==> config.mk <==
export PLATFORM = sky130hd
export DESIGN_NAME = wrt_ptr_ctrl
export DESIGN_NICKNAME = d
export VERILOG_FILES = /design/src/rtl/fifo_pkg.sv /design/src/rtl/gray2bin.sv /design/src/rtl/wrt_ptr_ctrl.sv
export SDC_FILE = /design/constraint.sdc
export NUM_CORES = 1
export LEC_CHECK = 0
export ABC_AREA = 1
export BUFFER_PORTS_ARGS = -buffer_cell sky130_fd_sc_hd__buf_2
export CAP_MARGIN = 20
export CORE_MARGIN = 2
export CORE_UTILIZATION = 34
export DETAILED_ROUTE_END_ITERATION = 7
export PLACE_DENSITY = 0.62
export SYNTH_ARGS = -nofsm -noshare
export SYNTH_HDL_FRONTEND = slang
export SYNTH_HIERARCHICAL = 1
export SYNTH_SLANG_ARGS = --single-unit
==> constraint.sdc <==
create_clock -name wrt_clk -period 5.9 [get_ports wrt_clk]
set_clock_uncertainty 0.2 [all_clocks]
set_input_delay 0.59 -clock wrt_clk [delete_from_list [all_inputs] [get_ports wrt_clk]]
set_output_delay 0.59 -clock wrt_clk [all_outputs]
set_load 0.02 [all_outputs]
==> src/rtl/fifo_pkg.sv <==
// fifo_pkg: shared async-FIFO constants and Gray/binary pointer helpers
package fifo_pkg;
  localparam int FIFO_ADDR_W = 7;
  localparam int DEPTH = 2**FIFO_ADDR_W;
  localparam int PTR_W = FIFO_ADDR_W + 1;
  function automatic logic [12:0] bin2gray(input logic [12:0] b);
    return b ^ (b >> 1);
  endfunction
  function automatic logic [12:0] gray2bin(input logic [12:0] g);
    logic [12:0] b;
    for (int i = 0; i < 13; i++) b[i] = ^(g >> i);
    return b;
  endfunction
endpackage

==> src/rtl/gray2bin.sv <==
// gray2bin: combinational XOR-prefix Gray-to-binary converter
module gray2bin #(
  parameter int W = 8
) (
  input  logic [W-1:0] i_gray,
  output logic [W-1:0] o_bin
);
  always_comb begin
    o_bin = '0;
    for (int i = 0; i < W; i++) o_bin[i] = ^(i_gray >> i);
  end
endmodule

==> src/rtl/wrt_ptr_ctrl.sv <==
// wrt_ptr_ctrl: write-domain pointer, address and full/level/overflow status for the async FIFO
module wrt_ptr_ctrl
  import fifo_pkg::*;
#(
  parameter int ADDR_W    = 7,
  parameter int AF_THRESH = 2**ADDR_W - 4
) (
  input  logic              wrt_clk,
  input  logic              wrt_rst_n,
  input  logic              wrt_en,
  input  logic              ovf_clr,
  input  logic [ADDR_W:0]   wq2_rd_ptr,
  output logic              wrt_inc,
  output logic [ADDR_W-1:0] wrt_addr,
  output logic [ADDR_W:0]   wrt_ptr,
  output logic              full,
  output logic              almost_full,
  output logic [ADDR_W:0]   wrt_level,
  output logic              overflow
);
  localparam int PW = ADDR_W + 1;
  logic [ADDR_W:0] r_bin, r_gray, r_level;
  logic [ADDR_W:0] w_bin_next, w_gray_next, w_rd_bin, w_level_next;
  logic            r_full, r_af, r_ovf, w_full_next, w_af_next;

  gray2bin #(.W(PW)) u_rd_g2b (.i_gray(wq2_rd_ptr), .o_bin(w_rd_bin));

  assign wrt_inc = wrt_en & ~r_full;

  // level is measured against a late read pointer, so it can only over-report
  always_comb begin
    w_bin_next   = r_bin + PW'(wrt_inc);
    w_gray_next  = (w_bin_next >> 1) ^ w_bin_next;
    w_full_next  = w_gray_next == {~wq2_rd_ptr[ADDR_W:ADDR_W-1], wq2_rd_ptr[ADDR_W-2:0]};
    w_level_next = w_bin_next - w_rd_bin;
    w_af_next    = w_level_next >= PW'(AF_THRESH);
  end

  always_ff @(posedge wrt_clk or negedge wrt_rst_n) begin
    if (!wrt_rst_n) begin
      r_bin   <= '0;
      r_gray  <= '0;
      r_level <= '0;
      r_full  <= 1'b0;
      r_af    <= 1'b0;
      r_ovf   <= 1'b0;
    end else begin
      r_bin   <= w_bin_next;
      r_gray  <= w_gray_next;
      r_level <= w_level_next;
      r_full  <= w_full_next;
      r_af    <= w_af_next;
      r_ovf   <= (wrt_en & r_full) | (r_ovf & ~ovf_clr);
    end
  end

  assign wrt_addr    = r_bin[ADDR_W-1:0];
  assign wrt_ptr     = r_gray;
  assign full        = r_full;
  assign almost_full = r_af;
  assign wrt_level   = r_level;
  assign overflow    = r_ovf;
endmodule

==> flow_summary.yaml <==
outcome:
  status: "finished clean"
floorplanning:
  initial_core_util: 0.347
  core_area_um2: 5440
  io-pin-count: 39
  num_rows: 27
  die-area_um2: 6170
  die_x_um: 78.5
  die_h_um: 78.5
synthesis:
  synth-compound-area-share: 0.0305
  synth_fa_ha_area_frac: 0.0702
  syn_area_um2: 1890
  yosysSeqAreaShare: 0.344
  synth_seq_cells: 26
  synthCells: 266
  synth.net_count: 288
  ys_types: 26
  synthMuxAreaShare: 0
  synth_top_family_by_area: "simple AND/OR/NAND/NOR gates"
  syn_avg_cell_area_um2: 7.10
  ys_warn_count: 6
  synth-simple-area-share: 0.421
  synth_xor_area_frac: 0.0457
place:
  port_buffers: 38
  dpl.hpwl_um: 3270
  post-place-ws_ns: 2.79
  gp_congestion: 0.890
detailed_routing:
  ant_nets: 0
  routed_wirelength_um: 3880
  remaining_drc_errors: 0
  first_iter_violations: 42
  vias_per_cell: 4.50
  wl_per_cell_um: 10.2
  via_count: 1707
  drtPass1Iterations: 5
critical_path:
  worst-path-stages: 15
  cp_max_fo: 5
  crit_type: "in -> reg"
  cp.arrival_ns: 2.81
  crit_buf_inv: 3
  worstRegToRegCells: 13
  worstPathRequired_ns: 5.86
  crit_path_frequent_cell: "nand2_1"
  cp_cell_sequence: "buf_2 > inv_1 > nor2_1 > ha_1 > ha_1 > nand2_1 > nand2_1 > inv_1 > ha_1 > nand3_1 > nand2_1 > nand3_1 > o21ai_0 > xor2_1 > nand2_1"
  cpLargestDelayFamily: "simple AND/OR/NAND/NOR gates"
  start_kind: "primary input"
  cp-end-kind: "flip-flop"
  critical_path.max_stage_delay_ns: 0.38
  crit_path_top_delay_cell: "ha_1"
sta:
  finalCritPeriodShare: 0.484
  layout_setup_ws_ns: 3.05
  worst_slew_pin_slew_ns: 0.571
  holdWs_ns: 0.108
  relSlewSlack: 0.620
  finalSetupTns_ns: 0
  slew_viol_final: 0
  rsz0062_at_grt: "false"
  post-route-min-period_ns: 2.85
  setup_violations: 0
  fmaxAchievable_mhz: 350
  hold_viol: 0
clock_network:
  cts.repair.resized: 0
  h-tree-depth: 1
  cts.sinks: 26
  postCtsSetupRepairBufs: 0
  insertion_delay_ns: 0.27
  clk_pin_slew_worst_paths_ns: 0.09
  cts-hold-fix-buffers: 0
  clockBufferDepth: 2
  cts_root_buffer: "clkbuf_8"
  numCtsBuffers: 3
  cts_tree: "yes"
pwr:
  vdd_drop_max_mv: 0.204
  p_clk_frac: 0.123
  intPower_uw: 602
  p_leak_uw: 0.00129
  power.switching_uw: 579
  seqPwrFrac: 0.258
  swShare: 0.490
  pwr_density_cell_nw_per_um2: 529
  p_total_uw: 1180
  combPwrFrac: 0.619
min_path:
  hold_path.class: "in -> async"
cells_and_area:
  diodes: 0
  layout.nets: 330
  syn2layout_area_growth_pct: 18.2
  drive_gt1_frac: 0.261
global_route:
  grt_pass1_wl_um: 6760
  grt_max_degree: 27
  track_usage: 0.135
  use_met2: 0.232
  grt-busiest-layer: "met2"
  grt_pass1_vias: 1552
  grtUsageMet3: 0.00805
  antenna_found_initial: 0
  use_met1: 0.182
  grt_overflow: 0
run:
  cap_violations: 0
-- sequential cells by signal (all words and copies together), names as in the netlist --
name	flops
r_bin	8
wrt_level	8
wrt_ptr	7
almost_full	1
full	1
overflow	1
-- final timing paths --
check	start	end	slack [ns]
max in group asynchronous	wrt_rst_n	r_bin[2]	5.02
min reg2reg	full	overflow	0.33
min in group wrt_clk	ovf_clr	overflow	0.31
max reg2reg	full	almost_full	3.06
max	wrt_en	almost_full	3.05
min	wrt_rst_n	wrt_ptr[3]	0.11
-- final cells by class --
class                   instances  area (µm²)
inverters                      42         159
flip-flops and latches         26         651
clock inverters                 1        30.0
clock buffers                   3        41.3
repair buffers                 38         190
well taps                      72        90.1
fillers                       591        3210
multi-input cells             197        1070
-- placed cells by master (no fill, tap or decap) --
cell type | Yosys | layout
dfrtp_1 | 26 | 26
nor2_2 | 1 | 1
o211ai_1 | 1 | 1
inv_1 | 32 | 32
buf_2 | 0 | 38
nand3b_1 | 4 | 4
o21a_1 | 1 | 1
nand4_1 | 2 | 2
nand3_2 | 1 | 1
clkinv_2 | 1 | 1
inv_2 | 9 | 9
a21o_1 | 1 | 1
nand2_4 | 5 | 5
nand3_1 | 24 | 24
xor2_2 | 1 | 1
a21oi_1 | 5 | 5
nor2_1 | 5 | 5
nor2_4 | 1 | 1
bufinv_16 | 0 | 1
clkbuf_8 | 0 | 3
fa_1 | 1 | 1
o21ai_0 | 2 | 2
xnor2_1 | 2 | 2
nor2_8 | 1 | 1
xor2_1 | 6 | 6
nand2_1 | 106 | 106
ha_1 | 9 | 9
nand2_2 | 18 | 18
-- cell usage after synthesis (all sizes together) --
cell    instances  area share
a21o            1      0.0040
a21oi           5       0.013
buf             1      0.0040
clkinv          1      0.0026
dfrtp          26        0.34
fa              1       0.011
ha              9       0.060
inv            41       0.081
nand2         129        0.30
nand3          25       0.069
nand3b          4       0.016
nand4           2      0.0066
nor2            8       0.030
o211ai          1      0.0040
o21a            1      0.0040
o21ai           2      0.0053
xnor2           2      0.0093
xor2            7       0.036
-- metal layers --
layer	wire, µm	up-vias
met5	0	-
met2	1790	29
met4	36	0
li1	-	896
met3	136	2
met1	1920	780
-- stage by stage --
stage	instances	utilization	area (µm²)
final	379	0.411	2230
after global routing	379	0.411	2230
after CTS	379	0.411	2230
after detailed placement	375	0.398	2160
after global placement	375	0.398	2160
after floorplan	266	-	1890
-- worst register-to-register path, delay by kind of cell (launching register included) --
kind,cells,cell delay [ns]
adders and majority gates,3,0.79
DFF,1,0.40
and+or+nand+nor,7,0.82
AOI/OAI and AO/OA,1,0.20
buffers and inverters,1,0.11
xor gates and xnor gates,1,0.20
-- kinds of logic after synthesis --
group,count (synthesis)
compound gates,10
xor+xnor,9
fa+ha+maj,10
buf+inv,43
flops,26
simple gates,168
-- power by group through the flow --
| stage | registers [µW] | clock network, µW | logic [µW] |
|---|---|---|---|
| after floorplan | 413 | 0 | 443 |
| after global placement | 311 | 0 | 734 |
| after detailed placement | 312 | 0 | 736 |
| after CTS | 308 | 149 | 738 |
| after global routing | 318 | 156 | 838 |
| final | 305 | 145 | 731 |
(Power assumes the default switching activity.)
